[config.mk]
export PLATFORM = sky130hd
export DESIGN_NAME = rv_mem_arb
export DESIGN_NICKNAME = d
export VERILOG_FILES = /design/src/rtl/rv_mem_arb.sv
export SDC_FILE = /design/constraint.sdc
export NUM_CORES = 1
export LEC_CHECK = 0
export BUFFER_PORTS_ARGS = -buffer_cell sky130_fd_sc_hd__buf_2
export CORE_ASPECT_RATIO = 0.9
export CORE_MARGIN = 3
export CORE_UTILIZATION = 40
export DETAILED_ROUTE_END_ITERATION = 12
export PLACE_DENSITY = 0.73
export SLEW_MARGIN = 20
export SYNTH_ARGS = -nofsm -noshare
export SYNTH_HDL_FRONTEND = slang
export SYNTH_SLANG_ARGS = --single-unit
[constraint.sdc]
create_clock -name clk_i -period 1.4 [get_ports clk_i]
set_input_delay 0.21 -clock clk_i [delete_from_list [all_inputs] [get_ports clk_i]]
set_output_delay 0.21 -clock clk_i [all_outputs]
set_load 0.02 [all_outputs]
[src/rtl/rv_mem_arb.sv]
// rv_mem_arb: two-requester (core, debug) arbiter in front of a single-ported memory.
// Round-robin grant on contention, per-access timeout, one-cycle done pulse per owner.
module rv_mem_arb #(
  parameter int unsigned AW      = 32,
  parameter int unsigned DW      = 32,
  parameter int unsigned TIMEOUT = 15
) (
  input  logic          clk_i,
  input  logic          rst_i,

  // Core requester
  input  logic          core_req_i,
  input  logic          core_we_i,
  input  logic [AW-1:0] core_addr_i,
  input  logic [DW-1:0] core_wdata_i,
  output logic          core_done_o,
  output logic          core_err_o,
  output logic [DW-1:0] core_rdata_o,

  // Debug requester
  input  logic          dbg_req_i,
  input  logic          dbg_we_i,
  input  logic [AW-1:0] dbg_addr_i,
  input  logic [DW-1:0] dbg_wdata_i,
  output logic          dbg_done_o,
  output logic          dbg_err_o,
  output logic [DW-1:0] dbg_rdata_o,

  // Memory side
  output logic          mem_req_o,
  output logic          mem_we_o,
  output logic [AW-1:0] mem_addr_o,
  output logic [DW-1:0] mem_wdata_o,
  input  logic [DW-1:0] mem_rdata_i,
  input  logic          mem_ack_i,

  output logic          busy_o
);

  localparam int unsigned CntW = 4;
  localparam logic [CntW-1:0] CntLast = CntW'(TIMEOUT - 1);

  typedef enum logic [1:0] {
    StIdle,
    StBusy,
    StDone
  } state_e;

  typedef enum logic {
    OwnCore,
    OwnDbg
  } owner_e;

  state_e          state_q, state_d;
  owner_e          owner_q, owner_d;
  // Last requester granted; drives round-robin on contention.
  owner_e          last_q, last_d;
  logic [CntW-1:0] cnt_q, cnt_d;
  logic            we_q, we_d;
  logic [AW-1:0]   addr_q, addr_d;
  logic [DW-1:0]   wdata_q, wdata_d;
  logic            err_q, err_d;
  logic [DW-1:0]   core_rdata_q, core_rdata_d;
  logic [DW-1:0]   dbg_rdata_q, dbg_rdata_d;

  logic            grant_core;
  logic            grant_dbg;
  logic [DW-1:0]   ack_data;

  // Round-robin arbitration: core wins a tie only if debug was granted last.
  always_comb begin
    grant_core = core_req_i & (~dbg_req_i | (last_q == OwnDbg));
    grant_dbg  = dbg_req_i & ~grant_core;
  end

  // Data to capture on ack: writes return zero.
  always_comb begin
    ack_data = we_q ? '0 : mem_rdata_i;
  end

  // Next-state logic for the access FSM and its data registers.
  always_comb begin
    state_d      = state_q;
    owner_d      = owner_q;
    last_d       = last_q;
    cnt_d        = cnt_q;
    we_d         = we_q;
    addr_d       = addr_q;
    wdata_d      = wdata_q;
    err_d        = err_q;
    core_rdata_d = core_rdata_q;
    dbg_rdata_d  = dbg_rdata_q;

    unique case (state_q)
      StIdle: begin
        if (grant_core) begin
          state_d = StBusy;
          owner_d = OwnCore;
          last_d  = OwnCore;
          cnt_d   = '0;
          we_d    = core_we_i;
          addr_d  = core_addr_i;
          wdata_d = core_wdata_i;
        end else if (grant_dbg) begin
          state_d = StBusy;
          owner_d = OwnDbg;
          last_d  = OwnDbg;
          cnt_d   = '0;
          we_d    = dbg_we_i;
          addr_d  = dbg_addr_i;
          wdata_d = dbg_wdata_i;
        end
      end

      StBusy: begin
        // Ack takes priority over a timeout landing in the same cycle.
        if (mem_ack_i) begin
          state_d = StDone;
          err_d   = 1'b0;
          if (owner_q == OwnCore) begin
            core_rdata_d = ack_data;
          end else begin
            dbg_rdata_d = ack_data;
          end
        end else if (cnt_q == CntLast) begin
          state_d = StDone;
          err_d   = 1'b1;
          if (owner_q == OwnCore) begin
            core_rdata_d = '0;
          end else begin
            dbg_rdata_d = '0;
          end
        end else begin
          cnt_d = cnt_q + 1'b1;
        end
      end

      StDone: begin
        // No grant here: a still-held request is seen again in the next idle cycle.
        state_d = StIdle;
        cnt_d   = '0;
      end

      default: begin
        state_d = StIdle;
        cnt_d   = '0;
      end
    endcase
  end

  // State and data registers with synchronous reset.
  always_ff @(posedge clk_i) begin
    if (rst_i) begin
      state_q      <= StIdle;
      owner_q      <= OwnCore;
      last_q       <= OwnDbg;
      cnt_q        <= '0;
      we_q         <= 1'b0;
      addr_q       <= '0;
      wdata_q      <= '0;
      err_q        <= 1'b0;
      core_rdata_q <= '0;
      dbg_rdata_q  <= '0;
    end else begin
      state_q      <= state_d;
      owner_q      <= owner_d;
      last_q       <= last_d;
      cnt_q        <= cnt_d;
      we_q         <= we_d;
      addr_q       <= addr_d;
      wdata_q      <= wdata_d;
      err_q        <= err_d;
      core_rdata_q <= core_rdata_d;
      dbg_rdata_q  <= dbg_rdata_d;
    end
  end

  // Outputs: memory fields come only from the latches and read as zero outside BUSY.
  always_comb begin
    busy_o       = (state_q != StIdle);
    mem_req_o    = (state_q == StBusy);
    mem_we_o     = mem_req_o & we_q;
    mem_addr_o   = mem_req_o ? addr_q : '0;
    mem_wdata_o  = mem_req_o ? wdata_q : '0;
    core_done_o  = (state_q == StDone) && (owner_q == OwnCore);
    dbg_done_o   = (state_q == StDone) && (owner_q == OwnDbg);
    core_err_o   = core_done_o & err_q;
    dbg_err_o    = dbg_done_o & err_q;
    core_rdata_o = core_rdata_q;
    dbg_rdata_o  = dbg_rdata_q;
  end

endmodule

==> impl_results.md <==
* Status: complete, but fails checks
* Failing checks: setup timing
* Initial antenna violation count at 4
* Placed cell count at between 1000 and 1500
* Post-Syn Area at between 6000 and 7000 sq um
* Vias in the first global route at between 6000 and 7000
* Share of post-route cells with drive strength above 1 at 0.5570
* Design Power at 11.87 mW
* Final setup viols at just over 200
* Drt pass-1 iters at 5
* Commonest cells in the netlist: dfxtp_1, and2_1, a21oi_1, nand3b_1, a22o_1
* Clock Skews at between 0.006 and 0.007 ns
* Peak VDD IR at about 0.86 mV
* Starting DRT DRC Count at 392
* Hold crit path type: input pin to flip-flop
* Total Routing Usage GR at 0.2524
* Core Area at about 16000 sq um
* Final wirelength at between 20 and 25 mm
* Clock buffer depth at 2
* Worst Slack Setup Final at -0.3632 ns
* Crit path kind: flip-flop to primary output
* Worst-path cell chain: nor2b_4 > buf_8 > clkbuf_16 > and2_2 > buf_6
* Die area at approximately 18000 sq um
* Congestion Overflow GR at 0
* Most frequent cell after synthesis: dfxtp_1
* Fin Setup TNS at -50.06 ns
* Syn Area/Cell at 9.837 sq um
* Slew @ Worst Pin at about 0.64 ns
* Die width at approximately 140 microns
* Rel. slew slack at 0.5757
* Final non-filler cell total at roughly 1200
* Critical Path RT at roughly 1.2 ns
* Netlist cell types at 40
* Worst path slowest cell: dfxtp_4
* Sequential area share after synthesis at 0.4314
* Syn nets at between 800 and 900
* Crit path largest cell delay at around 0.35 ns
* CTS tree: yes
* First-pass GRT wire length at between 30 and 40 mm
* # port buffers at around 300
* DR vias at 6801
* I/O pins at 302
* CP startpoint kind: flip-flop
* Syn Inst Count at ~650
* Final max-slew violation count at 0
* Routability congestion estimate at between 0.8 and 0.9
* Tcrit/Tclk final at 1.259
* Static leakage at roughly 4.6 nW
* Synthesis-stage register bit count at approximately 140
* Die H at roughly 130 microns
* CTS Root Cell: clkbuf_16
* Main synth FF type: dfxtp_1
* Post-route DRC at 0
* Crit path max fanout at 8
* Wirelength per Cell at 20.50 microns
* Largest cells by area after synthesis: dfxtp_1, a311oi_2, a22o_1, nand3b_1, and2_1
* Pwr per Cell Area at 1120 nW/um^2
* Final net count at ~1200
* Pin count of the biggest net entering global routing at between 60 and 70
* Fill cells at 1132
* Final Critical Period at between 1.5 and 2 ns
* Synth Warn # at 0
* Worst skew pair latency at roughly 0.43 ns
* RSZ-0062 raised after global routing: true
* TritonCTS Buffers at 17
* Fmax at between 500 and 600 MHz
* Row cnt at between 40 and 50
* Arr. time, crit path at about 1.6 ns
* Ys async rst share at 0
* Post-detail-place hpwl at 14.17 mm
* Post-synth top area share at 0.4314
* Syn-to-layout area delta at 65.55%
* H-tree depth at 4
* Post-DRT Antenna Nets at 0
* Post-synth EDFFs at 0
* Via density at ~5.6
* Starting Density at 0.4118
* CP Capture Type: primary output
* Final Hold Viols at 0
* Max Cap Viol at 0
* # clock sinks at 138
* Largest area contributor in the netlist: dfxtp_1
* Clock transition at path regs at 0.06 ns
sequential cells by signal, summed over array words and instances (netlist names):
name,count
core_rdata_o,32
cnt_q,4
owner_q,1
addr_q,32
state_q,2
dbg_rdata_o,32
last_q,1
we_q,1
wdata_q,32
err_q,1
final timing paths:
check	to	cells after the start	startpoint	slack, ns
worst max-delay path	mem_wdata_o[24]	5	state_q[0]	-0.36
worst min-delay path	core_rdata_o[2]	2	mem_rdata_i[2]	0.01
worst max register to register	dbg_rdata_o[6]	8	state_q[0]	-0.27
worst min register to register	core_rdata_o[16]	1	core_rdata_o[16]	0.47
power by group:
part,switching [mW],internal [mW]
registers,0.170,4.22
clock network,1.88,2.53
logic,1.48,1.60
total,3.53,8.34
cell usage in the layout (no fill, tap or decap), drive strengths merged, types with 2 or more instances in the layout:
| cell type | n |
|---|---|
| o2bb2ai | 2 |
| ha | 2 |
| nand2 | 4 |
| o21ai | 65 |
| diode | 4 |
| dlygate4sd3 | 7 |
| dfxtp | 138 |
| buf | 374 |
| inv | 8 |
| a31oi | 3 |
| a21oi | 68 |
| nor3b | 3 |
| nor2b | 2 |
| clkbuf | 31 |
| clkinvlp | 2 |
| nand3b | 65 |
| a311oi | 65 |
| a22o | 64 |
| a211oi | 2 |
| clkinv | 7 |
| nor3 | 3 |
| and2 | 69 |
critical path: cells and delay by family (launching register included):
kind,cells,cell delay (ns)
and+or+nand+nor,2,0.32
buffers and inverters,3,0.46
DFF,1,0.35
area by class of cell:
class | count | area (sq um) | area share
clock inverter | 14 | 140.1 | 0.01322
tap | 202 | 252.7 | 0.02384
inverter | 4 | 15.01 | 0.001416
timing repair buffer | 395 | 3374 | 0.3183
sequential | 138 | 2771 | 0.2614
clock buffer | 18 | 439.2 | 0.04143
antenna | 4 | 10.01 | 0.0009442
multi-input combinational | 431 | 3598 | 0.3394
logic make-up (layout without fill, tap and decap cells):
kind of cell,count (synthesis),count (layout),synth area share
adders and majority gates,2,2,0.003907
AOI/OAI and AO/OA,275,275,0.3388
and+or+nand+nor,154,154,0.1649
other,0,4,0
buffers and inverters,82,431,0.06096
DFF,138,138,0.4314
repair_timing:
item,CTS,global route
buffers inserted,13,11
resized for setup,192,74
pin swaps,24,53
hold buffers,4,3
endpoints found under the setup margin,140,206
cloned,10,15
endpoints found under the hold margin,5,3
routing by layer:
metal,share of wire,track usage
met1,0.39,0.3002
met2,0.49,0.4215
met3,0.087,0.07631
met4,0.035,0.1133
met5,0,0
metrics by stage:
step	cell area, sq um	setup slack [ns]	util	hold WS, ns
after global routing	10600	-0.4127	0.6817	0.001703
after detailed placement	8376	-0.1823	0.5387	0.4405
after global placement	8376	-0.1107	0.5387	0.4345
after floorplan	6511	-0.04816	-	0.3066
after CTS	9990	-0.3501	0.6425	0.0002929
final	10600	-0.3632	0.6818	0.01328
No activity file was read; power rests on OpenSTA's default activity.
